<file path="config.mk">
export PLATFORM = sky130hd
export DESIGN_NAME = cmp_seq_ctrl
export DESIGN_NICKNAME = d
export VERILOG_FILES = /design/src/rtl/cmp_seq_ctrl.sv
export SDC_FILE = /design/constraint.sdc
export NUM_CORES = 1
export LEC_CHECK = 0
export BUFFER_PORTS_ARGS = -buffer_cell sky130_fd_sc_hd__buf_2
export CORE_MARGIN = 1
export CORE_UTILIZATION = 50
export DETAILED_ROUTE_END_ITERATION = 7
export GPL_ROUTABILITY_DRIVEN = 0
export PLACE_DENSITY = 0.77
export REMOVE_ABC_BUFFERS = 1
export SKIP_CTS_REPAIR_TIMING = 1
export SYNTH_ARGS = -nofsm -noshare
export SYNTH_HDL_FRONTEND = slang
export SYNTH_SLANG_ARGS = --single-unit
</file>
<file path="constraint.sdc">
create_clock -name CLK -period 4.3 [get_ports CLK]
set_input_delay 0.86 -clock CLK [delete_from_list [all_inputs] [get_ports CLK]]
set_output_delay 0.86 -clock CLK [all_outputs]
set_load 0.1 [all_outputs]
</file>
<file path="src/rtl/cmp_seq_ctrl.sv">
// Byte-serial word comparator sequencer: walks a shared 8-bit magnitude comparator
// over NBYTES-wide operands, MSB byte first, and reports word-level EQ/LT/GT.
module cmp_seq_ctrl #(
    parameter int NBYTES = 4
) (
    input  logic                  CLK,
    input  logic                  RST_N,
    input  logic                  START,
    input  logic [8*NBYTES-1:0]   A,
    input  logic [8*NBYTES-1:0]   B,
    input  logic                  SIGNED,
    output logic [7:0]            CMP_A,
    output logic [7:0]            CMP_B,
    input  logic                  CMP_EQ,
    input  logic                  CMP_LT,
    input  logic                  CMP_GT,
    output logic                  BUSY,
    output logic                  DONE,
    output logic                  EQ,
    output logic                  LT,
    output logic                  GT
);

    // state | meaning
    // IDLE  | waiting for START; comparator inputs parked at zero
    // CMP   | presenting byte[r_idx] to the comparator, one byte per cycle
    // FIN   | result flags valid, DONE high for this single cycle
    typedef enum logic [1:0] {
        S_IDLE = 2'd0,
        S_CMP  = 2'd1,
        S_FIN  = 2'd2
    } state_t;

    localparam int IW = (NBYTES > 1) ? $clog2(NBYTES) : 1;
    localparam logic [IW-1:0] IDX_MSB = IW'(NBYTES - 1);

    state_t                r_state;
    logic [IW-1:0]         r_idx;
    logic [8*NBYTES-1:0]   r_a;
    logic [8*NBYTES-1:0]   r_b;
    logic                  r_signed;
    logic                  r_busy;
    logic                  r_done;
    logic                  r_eq;
    logic                  r_lt;
    logic                  r_gt;

    logic [7:0]            w_sel_a;
    logic [7:0]            w_sel_b;
    logic [7:0]            w_cmp_a;
    logic [7:0]            w_cmp_b;
    logic                  w_unused;

    // GT from the comparator is redundant once EQ=0: GT is simply ~LT.
    assign w_unused = CMP_GT;

    always_comb begin
        w_sel_a = '0;
        w_sel_b = '0;
        for (int i = 0; i < NBYTES; i++) begin
            if (r_idx == IW'(i)) begin
                w_sel_a = r_a[i*8 +: 8];
                w_sel_b = r_b[i*8 +: 8];
            end
        end
    end

    // Flipping the sign bit maps two's-complement order onto unsigned order.
    always_comb begin
        w_cmp_a = '0;
        w_cmp_b = '0;
        if (r_state == S_CMP) begin
            w_cmp_a = w_sel_a;
            w_cmp_b = w_sel_b;
            if (r_signed && (r_idx == IDX_MSB)) begin
                w_cmp_a[7] = ~w_sel_a[7];
                w_cmp_b[7] = ~w_sel_b[7];
            end
        end
    end

    always_ff @(posedge CLK) begin
        if (!RST_N) begin
            r_state  <= S_IDLE;
            r_idx    <= '0;
            r_a      <= '0;
            r_b      <= '0;
            r_signed <= 1'b0;
            r_busy   <= 1'b0;
            r_done   <= 1'b0;
            r_eq     <= 1'b0;
            r_lt     <= 1'b0;
            r_gt     <= 1'b0;
        end else begin
            case (r_state)
                S_IDLE: begin
                    if (START) begin
                        r_a      <= A;
                        r_b      <= B;
                        r_signed <= SIGNED;
                        r_idx    <= IDX_MSB;
                        r_busy   <= 1'b1;
                        r_state  <= S_CMP;
                    end
                end
                S_CMP: begin
                    if (!CMP_EQ) begin
                        r_eq    <= 1'b0;
                        r_lt    <= CMP_LT;
                        r_gt    <= ~CMP_LT;
                        r_done  <= 1'b1;
                        r_state <= S_FIN;
                    end else if (r_idx == '0) begin
                        r_eq    <= 1'b1;
                        r_lt    <= 1'b0;
                        r_gt    <= 1'b0;
                        r_done  <= 1'b1;
                        r_state <= S_FIN;
                    end else begin
                        r_idx <= r_idx - 1'b1;
                    end
                end
                S_FIN: begin
                    r_done  <= 1'b0;
                    r_busy  <= 1'b0;
                    r_state <= S_IDLE;
                end
                default: begin
                    r_done  <= 1'b0;
                    r_busy  <= 1'b0;
                    r_state <= S_IDLE;
                end
            endcase
        end
    end

    assign CMP_A = w_cmp_a;
    assign CMP_B = w_cmp_b;
    assign BUSY  = r_busy;
    assign DONE  = r_done;
    assign EQ    = r_eq;
    assign LT    = r_lt;
    assign GT    = r_gt;

endmodule

</file>
==> results.ini <==
[run_status]
status = finished, final reports clean

[clock_network]
h-tree-depth = 3
cts.sinks = 74
cts_made_buffers = 9
path_clk_slew_ns = 0.07
insertion_delay_ns = 0.35
cts_root_buf = clkbuf_8
cts_tree = done
clockBufferDepth = 2

[setup_path]
crit_type = reg2out
path_max_fanout = 18
cp-start-kind = register
critical_path_buf_inv_count = 2
critical_path.max_stage_delay_ns = 0.51
crit_slowest_cell = buf_2
critPathTopFamily = buffers and inverters
crit_required_ns = 3.44
critPathCaptureType = primary output
path_cells = inv_1 -> ha_1 -> nor2b_4 -> a221oi_1 -> o41ai_1 -> buf_2
critPathArrivalTime_ns = 2.90

[logic_synthesis]
synthArstFlopShare_pct = 0
ys_seq_area_share_pct = 44.7
synthAdderAreaFrac_pct = 1.89
synth_xor_xnor_area_share_pct = 0.529
yosys_warnings = 0
avgSynthCellArea_um2 = 8.12
netlist_instances = 408
ys_ff_latch = 74
synthMuxAreaShare_pct = 0
synth_compound_area_share_pct = 22.4
synth_top_family_by_area = simple AND/OR/NAND/NOR gates
synthSimpleGateAreaFrac_pct = 23.8
synth_ff_type = dfxtp_1
netlist_area_um2 = 3310
yosysUniqueCellTypes = 30
synth_edf_count = 0

[timing]
fin_crit_sh_pct = 87.5
worst_clock_skew_ns = 0.00608
grt_setup_unrepaired = false
slew_headroom_pct = 21.3
setup_viol = 0
max_slew.worst_pin.slew_ns = 1.18
drv_slew = 0
fin_crit_ns = 3.76
fmax_ghz = 0.266
hold_viol = 0
whs_ns = 0.456

[route]
routedWlPerCell_um = 13.9
drtIter0Drc = 215
drcViolationCount = 0
postRouteAntennaNets = 0
routed_via_density = 5.47
vias = 3073
drtPass1Iterations = 5
drt_wl_total_mm = 7.84

[global_route]
grt_first_pass_wirelength_mm = 13.1
grt_usage_pct = 23.6
antenna_found_initial = 0
grt_pass1_vias = 2900
overflow = 0
grt_max_degree = 72

[pwr]
leakagePower_nw = 1.70
power.density_nw_per_um2 = 455
total_power_mw = 1.80
max-vdd-ir-drop_mv = 0.283

[min_path]
hold_class = reg2reg

[die]
die_area_um2 = 6950
rows = 29
num_io_pins = 92
core_um2 = 6390
fp.dieH_um = 83.4
die_w_um = 83.4
start_util_pct = 51.9

[place]
port_buffers = 90
dpl.hpwl_mm = 4.89
placed_area_um2 = 3700

[cells_and_area]
layout.nets = 556
layout-drive-gt1-share_pct = 26.0
final_design_area_no_fill_um2 = 3970
final_core_util_pct = 62.1
diodes = 0
nFillCells = 596
syn2layout_area_growth_pct = 19.7

[job]
drv_cap = 0

[registers in the layout, summed over array words and instances, names as in the netlist]
register and count:
r_a 32, r_b 32, r_idx 2, r_state 2
BUSY 1, DONE 1, EQ 1, GT 1
LT 1, r_signed 1
[cell usage in the layout (no fill, tap or decap)]
master and count:
a211oi_1 2, a21oi_1 71, a221oi_1 15, a32o_1 1, and4bb_2 1, buf_2 90, buf_4 5, bufinv_16 4
clkbuf_1 1, clkbuf_8 10, clkinv_2 1, dfxtp_1 74, ha_1 5, inv_1 3, inv_2 1, nand2_1 131
nand2b_1 2, nand3_1 15, nand3b_1 1, nor2_1 4, nor2b_1 17, nor2b_2 1, nor2b_4 1, nor3_1 4
nor3b_4 1, o21ai_0 4, o21ba_2 1, o41ai_1 6, o41ai_2 9, or3_1 1, or3b_2 1, xor2_1 2
[path summary, 6_finish.rpt]
check / start / to / slack [ns] / cells past startpoint
setup / recovery: r_idx[1]$_SDFFE_PN0P_ / CMP_B[0] / 0.54 / 6
hold / removal: r_a[18]$_SDFFE_PN0P_ / r_a[18]$_SDFFE_PN0P_ / 0.46 / 2
setup reg to reg: r_state[1]$_SDFFE_PN0P_ / r_b[14]$_SDFFE_PN0P_ / 2.40 / 4
hold reg to reg: r_a[18]$_SDFFE_PN0P_ / r_a[18]$_SDFFE_PN0P_ / 0.46 / 2
[area by class of cell]
type,instances,area [um^2],share of cell area (%)
clock buffer,11,141,3.57
timing repair buffer,95,488,12.3
multi-input combinational,296,1620,40.8
sequential,74,1480,37.4
inverter,4,15.0,0.379
clock inverter,5,125,3.16
tap,77,96.3,2.43
[report_power, final]
group	internal [mW]	switching [mW]	leakage, nW
clock network	0.459	0.258	0.134
logic	0.101	0.229	0.959
registers	0.732	0.0260	0.608
[cell families (layout without fill, tap and decap cells)]
family / Yosys count / in the layout
fa+ha+maj: 5 / 5
simple gates: 180 / 180
buf+inv: 38 / 115
xor+xnor: 2 / 2
compound gates: 109 / 109
flops: 74 / 74
[cell usage after synthesis (2+ instances only)]
cell,n,share of area [%]
nor2_1,4,0.45
buf_4,4,0.91
o21ai_0,4,0.60
buf_6,7,2.4
a21oi_1,71,11
nor2b_1,18,3.4
a211oi_1,2,0.45
inv_1,3,0.34
nand2_1,131,15
ha_1,5,1.9
nor3_1,4,0.60
buf_2,9,1.4
nand3_1,15,2.3
xor2_1,2,0.53
nand2b_1,2,0.38
a221oi_1,15,4.0
dfxtp_1,74,45
o41ai_1,6,1.6
o41ai_2,9,4.4
clkbuf_1,13,1.5
[layer usage]
| layer | vias to the layer above | share of wire, % | global-route usage, % | wire (um) |
|---|---|---|---|---|
| met5 | - | 0 | 0 | 0 |
| met4 | 0 | 1.7 | 11.8 | 133 |
| met3 | 12 | 5.9 | 3.38 | 459 |
| met2 | 99 | 47 | 39.5 | 3690 |
| met1 | 1426 | 45 | 29.7 | 3550 |
| li1 | 1536 | - | - | - |
[worst min-delay path, cell delays in order (launching register included)]
cell and delay, ns:
dfxtp_1 0.31, nand2_1 0.05, a21oi_1 0.05
[metrics by stage]
stage	TNS, ns	cells	setup WS [ns]
floorplan	-5.33	374	-0.888
global placement	0	546	0.990
detailed placement	0	546	0.922
CTS	0	562	0.541
global route	0	562	0.425
finish	0	562	0.537
Note: power is estimated with default switching activity, not from simulation.
